[src/rtl/scoreboard_status_table.sv]
// Scoreboard status table: per-FU instruction records, RAW/WAR tracking and
// single read-operand / write-back grants for the issue stage.
module scoreboard_status_table #(
   parameter int NUM_FUS  = 4,
   parameter int NUM_REGS = 32,
   parameter int REG_BITS = 5,
   parameter int FU_BITS  = 2
) (
   input  logic                        clk,
   input  logic                        rst_n,
   input  logic                        issue_valid,
   input  logic [FU_BITS-1:0]          issue_fu,
   input  logic [REG_BITS-1:0]         issue_fi,
   input  logic [REG_BITS-1:0]         issue_fj,
   input  logic [REG_BITS-1:0]         issue_fk,
   input  logic [NUM_FUS-1:0]          ex_done,
   output logic [NUM_FUS-1:0]          fu_busy,
   output logic [NUM_REGS*NUM_FUS-1:0] reg_result_fu,
   output logic                        rd_valid,
   output logic [FU_BITS-1:0]          rd_fu,
   output logic [REG_BITS-1:0]         rd_fj,
   output logic [REG_BITS-1:0]         rd_fk,
   output logic                        wb_valid,
   output logic [FU_BITS-1:0]          wb_fu,
   output logic [REG_BITS-1:0]         wb_fi,
   output logic                        issue_err
);

   localparam int RR_W     = NUM_REGS * NUM_FUS;
   localparam int RR_IDX_W = $clog2(RR_W);

   typedef enum logic [1:0] {
      ST_IDLE    = 2'd0,
      ST_ISSUED  = 2'd1,
      ST_EXEC    = 2'd2,
      ST_WB_WAIT = 2'd3
   } fu_state_t;

   fu_state_t            state_r [NUM_FUS];
   logic [REG_BITS-1:0]  fi_r    [NUM_FUS];
   logic [REG_BITS-1:0]  fj_r    [NUM_FUS];
   logic [REG_BITS-1:0]  fk_r    [NUM_FUS];
   logic [FU_BITS-1:0]   qj_r    [NUM_FUS];
   logic [FU_BITS-1:0]   qk_r    [NUM_FUS];
   logic [NUM_FUS-1:0]   qjv_r, qkv_r, rj_r, rk_r;
   logic [RR_W-1:0]      reg_result_r;
   logic                 issue_err_r;

   logic [NUM_FUS-1:0]   rd_elig_s, wb_elig_s, war_s, wb_clr_s, row_j_s, row_k_s, issue_onehot_s;
   logic [FU_BITS-1:0]   rd_idx_s, wb_idx_s, qj_s, qk_s;
   logic                 qjv_s, qkv_s, issue_ok_s;
   logic [RR_IDX_W-1:0]  fi_base_s, fj_base_s, fk_base_s, wb_bit_s;
   logic [RR_W-1:0]      wb_mask_s, iss_row_mask_s, iss_set_s, reg_result_nxt_s;

   function automatic logic [FU_BITS-1:0] lowest_idx(input logic [NUM_FUS-1:0] vec);
      logic [FU_BITS-1:0] idx;
      idx = '0;
      for (int i = NUM_FUS - 1; i >= 0; i--) begin
         if (vec[i]) begin
            idx = FU_BITS'(i);
         end else begin
            idx = idx;
         end
      end
      return idx;
   endfunction

   // Read/write-back eligibility; WAR blocks a write while another FU still has to read Fi
   always_comb begin
      rd_elig_s = '0;
      wb_elig_s = '0;
      war_s     = '0;
      for (int f = 0; f < NUM_FUS; f++) begin
         for (int g = 0; g < NUM_FUS; g++) begin
            war_s[f] = war_s[f] | ((g != f) &&
                       (((fj_r[g] == fi_r[f]) && rj_r[g]) || ((fk_r[g] == fi_r[f]) && rk_r[g])));
         end
         rd_elig_s[f] = (state_r[f] == ST_ISSUED) && rj_r[f] && rk_r[f];
         wb_elig_s[f] = (state_r[f] == ST_WB_WAIT) && !war_s[f];
      end
   end

   // Grant selection and grant-port outputs (zeroed when no grant)
   always_comb begin
      rd_idx_s = lowest_idx(rd_elig_s);
      wb_idx_s = lowest_idx(wb_elig_s);
      rd_valid = |rd_elig_s;
      wb_valid = |wb_elig_s;
      rd_fu    = rd_valid ? rd_idx_s : '0;
      rd_fj    = rd_valid ? fj_r[rd_idx_s] : '0;
      rd_fk    = rd_valid ? fk_r[rd_idx_s] : '0;
      wb_fu    = wb_valid ? wb_idx_s : '0;
      wb_fi    = wb_valid ? fi_r[wb_idx_s] : '0;
      for (int f = 0; f < NUM_FUS; f++) begin
         fu_busy[f] = (state_r[f] != ST_IDLE);
      end
   end

   // Producer lookup for the incoming issue; a producer writing back this cycle counts as done
   always_comb begin
      issue_ok_s     = issue_valid && (state_r[issue_fu] == ST_IDLE);
      issue_onehot_s = NUM_FUS'(1) << issue_fu;
      wb_clr_s       = wb_valid ? (NUM_FUS'(1) << wb_idx_s) : '0;
      fi_base_s      = RR_IDX_W'(int'(issue_fi) * NUM_FUS);
      fj_base_s      = RR_IDX_W'(int'(issue_fj) * NUM_FUS);
      fk_base_s      = RR_IDX_W'(int'(issue_fk) * NUM_FUS);
      row_j_s        = reg_result_r[fj_base_s +: NUM_FUS] & ~wb_clr_s;
      row_k_s        = reg_result_r[fk_base_s +: NUM_FUS] & ~wb_clr_s;
      qjv_s          = (issue_fj != '0) && (|row_j_s);
      qkv_s          = (issue_fk != '0) && (|row_k_s);
      qj_s           = lowest_idx(row_j_s);
      qk_s           = lowest_idx(row_k_s);
   end

   // Next reg_result_fu: retire the write-back bit, then overwrite the issued row
   always_comb begin
      wb_bit_s         = RR_IDX_W'(int'(wb_fi) * NUM_FUS + int'(wb_fu));
      wb_mask_s        = wb_valid ? (RR_W'(1) << wb_bit_s) : '0;
      iss_row_mask_s   = (issue_ok_s && (issue_fi != '0)) ?
                         (RR_W'({NUM_FUS{1'b1}}) << fi_base_s) : '0;
      iss_set_s        = (issue_ok_s && (issue_fi != '0)) ?
                         (RR_W'(issue_onehot_s) << fi_base_s) : '0;
      reg_result_nxt_s = (reg_result_r & ~wb_mask_s & ~iss_row_mask_s) | iss_set_s;
   end

   // Per-FU record and state sequencing
   always_ff @(posedge clk) begin
      if (!rst_n) begin
         for (int f = 0; f < NUM_FUS; f++) begin
            state_r[f] <= ST_IDLE;
            fi_r[f]    <= '0;
            fj_r[f]    <= '0;
            fk_r[f]    <= '0;
            qj_r[f]    <= '0;
            qk_r[f]    <= '0;
         end
         qjv_r        <= '0;
         qkv_r        <= '0;
         rj_r         <= '0;
         rk_r         <= '0;
         reg_result_r <= '0;
         issue_err_r  <= 1'b0;
      end else begin
         reg_result_r <= reg_result_nxt_s;
         issue_err_r  <= issue_valid && !issue_ok_s;
         for (int f = 0; f < NUM_FUS; f++) begin
            case (state_r[f])
               ST_IDLE: begin
                  if (issue_ok_s && (issue_fu == FU_BITS'(f))) begin
                     state_r[f] <= ST_ISSUED;
                     fi_r[f]    <= issue_fi;
                     fj_r[f]    <= issue_fj;
                     fk_r[f]    <= issue_fk;
                     qj_r[f]    <= qj_s;
                     qk_r[f]    <= qk_s;
                     qjv_r[f]   <= qjv_s;
                     qkv_r[f]   <= qkv_s;
                     rj_r[f]    <= !qjv_s;
                     rk_r[f]    <= !qkv_s;
                  end
               end
               ST_ISSUED: begin
                  if (rd_valid && (rd_idx_s == FU_BITS'(f))) begin
                     state_r[f] <= ST_EXEC;
                     rj_r[f]    <= 1'b0;
                     rk_r[f]    <= 1'b0;
                  end else begin
                     if (wb_valid && qjv_r[f] && (qj_r[f] == wb_idx_s)) begin
                        rj_r[f]  <= 1'b1;
                        qjv_r[f] <= 1'b0;
                        qj_r[f]  <= '0;
                     end
                     if (wb_valid && qkv_r[f] && (qk_r[f] == wb_idx_s)) begin
                        rk_r[f]  <= 1'b1;
                        qkv_r[f] <= 1'b0;
                        qk_r[f]  <= '0;
                     end
                  end
               end
               ST_EXEC: begin
                  if (ex_done[f]) begin
                     state_r[f] <= ST_WB_WAIT;
                  end
               end
               ST_WB_WAIT: begin
                  if (wb_valid && (wb_idx_s == FU_BITS'(f))) begin
                     state_r[f] <= ST_IDLE;
                  end
               end
               default: state_r[f] <= ST_IDLE;
            endcase
         end
      end
   end

   assign reg_result_fu = reg_result_r;
   assign issue_err     = issue_err_r;

endmodule

[config.mk]
export PLATFORM = sky130hd
export DESIGN_NAME = scoreboard_status_table
export DESIGN_NICKNAME = d
export VERILOG_FILES = /design/src/rtl/scoreboard_status_table.sv
export SDC_FILE = /design/constraint.sdc
export NUM_CORES = 1
export LEC_CHECK = 0
export CAP_MARGIN = 15
export CORE_ASPECT_RATIO = 0.6
export CORE_MARGIN = 2
export CORE_UTILIZATION = 46
export DETAILED_ROUTE_END_ITERATION = 10
export HOLD_SLACK_MARGIN = 0.06
export PLACE_DENSITY = 0.71
export SLEW_MARGIN = 20
export SYNTH_ARGS = -nofsm -noshare
export SYNTH_HDL_FRONTEND = slang
export SYNTH_SLANG_ARGS = --single-unit
[constraint.sdc]
create_clock -name clk -period 3.3 [get_ports clk]
set_input_delay 0.66 -clock clk [delete_from_list [all_inputs] [get_ports clk]]
set_output_delay 0.66 -clock clk [all_outputs]
set_load 0.01 [all_outputs]
==> reports/metrics.csv, run 1 <==
metric;value;unit
synth_seq_cells;229;
cts_inserted_buffers;23;
switchingPower;2.32;mW
crit_type;flip-flop to primary output;
slew-limit-headroom;0.391;
synth_flop_cell;dfxtp_1;
core.rowCount;49;
power;7.64;mW
setup_viol;109;
drv_cap;0;
grt_pass1_wl;93700;um
fp.dieH;140;um
rsz0062_at_grt;true;
required;2.64;ns
period_needed;3.84;ns
grt_max_degree;167;
r2r_cells;18;
min_path_cells;2;
power_density;356;nW/um2
clock_latency;0.54;ns
critPathLaunchType;flip-flop;
slew_violations;0;
hold_path_class;flip-flop to flip-flop;
power_frac_clock;0.366;
peakVddDrop;0.000316;V
track_usage;0.390;
cts_tree;done;
via_per_inst;6.82;
cts_hold_buf;0;
synthArstFlopShare;0;
min_period_over_period;1.16;
synth_cell_types;79;
p_sw_frac;0.304;
core;30200;um2
first_pass_iters;9;
final_common_cell;buf_4;
seq_area_frac_synth;0.382;
dieArea;32300;um2
synth_edf_count;84;
power_frac_seq;0.403;
gr-total-overflow;0;
finalClockSkew;0.0124;ns
nNetsFinal;1977;
combPwrFrac;0.231;
place_ws;-0.482;ns
root_buffer;clkbuf_16;
status;complete, but fails checks;
numPortBuffers;177;
dpl.hpwl;47900;um
synth_nets;1514;
critPathCaptureType;primary output;
max_freq;261;MHz
layout-drive-gt1-share;0.385;
clk_pin_slew_worst_paths;0.07;ns
power.leakage;8.44;nW
first_iter_violations;2683;
worst_pin_slew;0.913;ns
initial_utilization;0.471;
drc_errors;0;
wl;68400;um
worstPathMaxFanout;6;
clkSinkCount;229;
antenna_cells;0;
netlist_instances;1490;
h-tree-depth;1;
grt_pass1_vias;14614;
syn_to_final_growth;51.3;%
setup_tns;-8.80;ns
final_cell_mix;buf_4, clkdlybuf4s50_1, dfxtp_1, nor2_1, a31oi_1;
yosysWarnings;0;
synthesis.area;14200;um2
die_w;231;um
worstPathArrival;3.18;ns
cts_buffer_depth;3;
avgRoutedWirePerCell;28.8;um
final_antenna_net_count;0;
pin_count;178;
intPower;5.32;mW
routabilityCongestion;1.05;
postSynthAreaPerCell;9.53;um2
via_count;16202;
violations;setup timing;
setup_ws;-0.538;ns
antenna_found_initial;4;
final_hold_viol_count;0;
## layout make-up
cell class                      count  area (um2)
Sequential cell                   229        5440
Inverter                           23        92.6
Clock buffer                       26         607
Fill cell                        2166        8680
Multi-Input combinational cell   1100        9360
Tap cell                          408         510
Timing Repair Buffer              576        5320
Clock inverter                     15         159
## power by group through the flow
stage | Sequential (mW) | Clock (mW) | Combinational (mW)
after floorplan | 3.11 | 0 | 0.634
after global placement | 3.14 | 0 | 1.29
after detailed placement | 3.14 | 0 | 1.30
after CTS | 3.07 | 2.76 | 1.46
after global routing | 3.08 | 2.87 | 1.81
final | 3.08 | 2.80 | 1.76
## what timing repair did
action	CTS	global route
resized for setup	213	219
cloned	0	3
endpoints found under the setup margin	154	176
setup buffers	52	37
pin swaps	74	168
## routing by layer
metal | global-route usage | routed length [um] | vias up
li1 | - | - | 6590
met1 | 0.560 | 26000 | 7789
met2 | 0.523 | 27200 | 1537
met3 | 0.171 | 12500 | 284
met4 | 0.112 | 2730 | 2
met5 | 0.0253 | 13 | -
## cell usage after synthesis, types with 3 or more instances
cell,count,share of area
inv_1,22,0.0058
mux2i_1,15,0.011
a311oi_1,4,0.0025
o21ai_2,4,0.0025
a211oi_1,7,0.0037
and2_1,21,0.0093
a31oi_1,135,0.059
and4_1,4,0.0025
edfxtp_1,84,0.18
a221o_1,4,0.0028
o31ai_1,3,0.0016
a222oi_1,10,0.0071
mux4_2,73,0.12
nand3b_1,7,0.0037
or3_1,8,0.0035
o21ai_0,19,0.0067
nor4_1,33,0.015
a41o_1,4,0.0028
o2111ai_1,10,0.0062
nor2b_1,13,0.0057
and3_1,60,0.026
a22oi_1,5,0.0026
buf_1,6,0.0016
nor2_1,161,0.043
nand2b_1,4,0.0018
clkbuf_1,82,0.022
nor3_1,32,0.011
a2bb2oi_1,3,0.0019
nand3_1,89,0.031
xnor2_1,27,0.017
a221oi_1,6,0.0037
dfxtp_1,145,0.20
o21a_1,3,0.0016
nand4_1,10,0.0044
buf_4,16,0.0085
buf_2,30,0.011
a21boi_0,3,0.0016
a21oi_1,31,0.011
nor3_2,7,0.0049
xor2_1,101,0.062
mux2_2,17,0.013
nand2_1,81,0.021
or2_2,5,0.0022
o22ai_1,43,0.019
## through the flow
stage	std cells	util	cell area (um2)	hold WS, ns
after global placement	2254	0.612	18500	0.459
after detailed placement	2254	0.612	18500	0.490
after CTS	2343	0.666	20100	0.500
after floorplan	1490	-	14200	0.464
final	2377	0.712	21500	0.502
after global routing	2377	0.712	21500	0.519
## sequential cells by signal, summed over array words and instances, names as in the netlist
register / count
state_r: 8
qj_r: 8
qk_r: 8
fk_r: 20
fj_r: 20
fi_r: 20
rk_r: 4
qkv_r: 4
qjv_r: 4
issue_err: 1
reg_result_fu: 128
rj_r: 4
## worst paths after layout
path                                                  start                           end  slack, ns
worst max-delay path               fk_r[0][4]$_SDFFCE_PN0P_                      wb_fi[3]      -0.54
worst min register to register  reg_result_fu[3]$_SDFF_PN0_   reg_result_fu[3]$_SDFF_PN0_       0.50
worst min-delay path            reg_result_fu[3]$_SDFF_PN0_   reg_result_fu[3]$_SDFF_PN0_       0.50
worst max register to register     fk_r[1][3]$_SDFFCE_PN0P_  reg_result_fu[97]$_SDFF_PN0_      -0.18
## worst max-delay path, cell delays in order (launching register included)
cell,delay [ns]
edfxtp_1,0.44
buf_4,0.18
xor2_1,0.19
nor4_2,0.08
buf_4,0.14
a31oi_1,0.16
nand3_1,0.13
or2_4,0.34
and4_1,0.24
a311o_1,0.32
nor2_2,0.18
a21oi_2,0.06
buf_2,0.14
## logic make-up (layout without fill, tap and decap cells)
| family | count (synthesis) | count (layout) | share of synthesized area |
|---|---|---|---|
| AOI/OAI and AO/OA | 318 | 318 | 0.152 |
| xor gates and xnor gates | 128 | 128 | 0.0790 |
| buffers and inverters | 161 | 640 | 0.0517 |
| DFF | 229 | 229 | 0.382 |
| muxes | 105 | 105 | 0.140 |
| and+or+nand+nor | 549 | 549 | 0.195 |
Note: power is estimated with default switching activity, not from simulation.
==> inputs of run 2 (changes only) <==
--- a/config.mk
+++ b/config.mk
@@ -9,6 +9,7 @@
 export CORE_ASPECT_RATIO = 0.6
 export CORE_MARGIN = 2
 export CORE_UTILIZATION = 46
+export CTS_BUF_LIST = sky130_fd_sc_hd__clkbuf_8
 export DETAILED_ROUTE_END_ITERATION = 10
 export HOLD_SLACK_MARGIN = 0.06
 export PLACE_DENSITY = 0.71
==> reports/metrics.csv, run 2 (same netlist as run 1, synthesis figures left out) <==
metric;value;unit;change
status;complete, but fails checks;;
violations;setup timing;;
pin_count;178;;unchanged
setup_ws;-0.476;ns;+0.0622 ns
initial_utilization;0.471;;unchanged
routabilityCongestion;1.05;;unchanged
worstPathArrival;3.12;ns;-0.06 ns
final_antenna_net_count;0;;unchanged
via_per_inst;6.82;;+0.13%
met2_usage;0.523;;about the same
h-tree-depth;2;;+1
grt_use_met3;0.173;;+0.00224
cts_hold_buf;0;;unchanged
busiest_layer;met1;;
power_density;347;nW/um2;-2.4%
critPathLaunchType;flip-flop;;
largest_reg_flops;128;;unchanged
min_period_over_period;1.14;;-0.0188
setup_viol;133;;+22%
finalClockSkew;0.0362;ns;+0.0238 ns
layout-drive-gt1-share;0.385;;-0.000859
grt_util_met1;0.565;;+0.00446
first_iter_violations;2913;;+8.6%
fillers;2181;;+0.69%
drc_errors;0;;unchanged
utilization;0.711;;-0.00145
die_w;231;um;unchanged
gr-total-overflow;0;;unchanged
avgRoutedWirePerCell;28.6;um;-0.67%
crit_type;flip-flop to primary output;;
slew_violations;0;;unchanged
numPortBuffers;177;;unchanged
nNetsFinal;1988;;+0.56%
cts_tree;done;;
multi_input_area;9350;um2;-0.11%
via_count;16366;;+1.0%
antenna_found_initial;2;;-2
period_needed;3.78;ns;-0.0622 ns
peakVddDrop;0.000260;V;-18%
slew-limit-headroom;0.423;;+0.0315
track_usage;0.391;;+0.00101
critPathCaptureType;primary output;;
wl;68600;um;+0.20%
final_hold_viol_count;0;;unchanged
rsz0062_at_grt;true;;
grt_max_degree;167;;unchanged
final_common_cell;buf_4;;
regArea;5440;um2;unchanged
worstPathMaxFanout;6;;unchanged
fp.dieH;140;um;unchanged
core;30200;um2;unchanged
whs;0.496;ns;-0.00581 ns
cts_inserted_buffers;37;;+61%
clk_pin_slew_worst_paths;0.07;ns;about the same
clock_latency;0.59;ns;+0.05 ns
drv_cap;0;;unchanged
clkSinkCount;229;;unchanged
dieArea;32300;um2;unchanged
cts_buffer_depth;3;;unchanged
power.leakage;8.49;nW;+0.49%
final_cell_mix;buf_4, clkdlybuf4s50_1, nor2_1, dfxtp_1, a31oi_1;;
grt_pass1_wl;94000;um;+0.29%
dpl.hpwl;47900;um;unchanged
hold_path_class;primary input to flip-flop;;
root_buffer;clkbuf_8;;
core.rowCount;49;;unchanged
grt_pass1_vias;14676;;+0.42%
reg2reg_setup_slack;-0.34;ns;-0.16 ns
max_freq;265;MHz;+1.6%
first_pass_iters;9;;unchanged
syn_to_final_growth;51.0;%;
required;2.64;ns;about the same
worst_pin_slew;0.866;ns;-0.0473 ns
-- run 2: path summary, 6_finish.rpt --
check / from / to / cells past startpoint
max: fi_r[1][1]$_SDFFCE_PN0P_ / wb_fi[0] / 11
min reg2reg: reg_result_fu[3]$_SDFF_PN0_ / reg_result_fu[3]$_SDFF_PN0_ / 2
min: rst_n / issue_err$_SDFF_PN0_ / 3
max reg2reg: fi_r[3][4]$_SDFFCE_PN0P_ / reg_result_fu[28]$_SDFF_PN0_ / 19
-- run 2: repair_timing --
action / in CTS / in global routing
gates cloned: 1 / 2
endpoints found under the setup margin: 153 / 177
resized for setup: 217 / 208
buffers inserted: 49 / 32
pin swaps: 69 / 166
-- run 2: layout make-up --
class                           instances  area share
Antenna cell                            1    0.000117
Clock buffer                           45      0.0289
Clock inverter                         19     0.00537
Inverter                               23     0.00444
Multi-Input combinational cell       1100       0.436
Sequential cell                       229       0.254
Tap cell                              408      0.0238
Timing Repair Buffer                  573       0.248
-- run 2: per-stage QoR --
stage / setup slack [ns] / cell area (um2) / instances / setup TNS (ns) / total power [mW]
2_1_floorplan: 0.000530 / 14200 / 1490 / 0 / 3.75
3_3_place_gp: -0.492 / 18500 / 2254 / -33.91 / 4.43
3_5_place_dp: -0.482 / 18500 / 2254 / -33.85 / 4.44
4_1_cts: -0.426 / 20100 / 2365 / -2.16 / 7.09
5_1_grt: -0.571 / 21400 / 2397 / -31.70 / 7.58
6_report: -0.476 / 21400 / 2398 / -20.92 / 7.44
-- run 2: power by group --
part           leakage, nW  internal, mW  switching, mW
sequential            2.05          3.00         0.0867
combinational         6.04         0.780          0.998
clock                0.405          1.32           1.26
total                 8.49          5.09           2.34
-- run 2: worst max-delay path: stages (launching register included) --
cell	delay, ns
edfxtp_1	0.54
xor2_1	0.22
nor4_1	0.34
nand3_1	0.24
nand3_2	0.12
nor2_1	0.08
a211o_4	0.35
buf_6	0.14
nor2_4	0.08
a21oi_2	0.05
a221oi_2	0.22
buf_2	0.18
-- run 2: layer usage --
| layer | up-vias | wire (um) |
|---|---|---|
| met2 | 1563 | 27200 |
| met1 | 7901 | 26100 |
| li1 | 6622 | - |
| met3 | 278 | 12600 |
| met4 | 2 | 2600 |
| met5 | - | 13 |
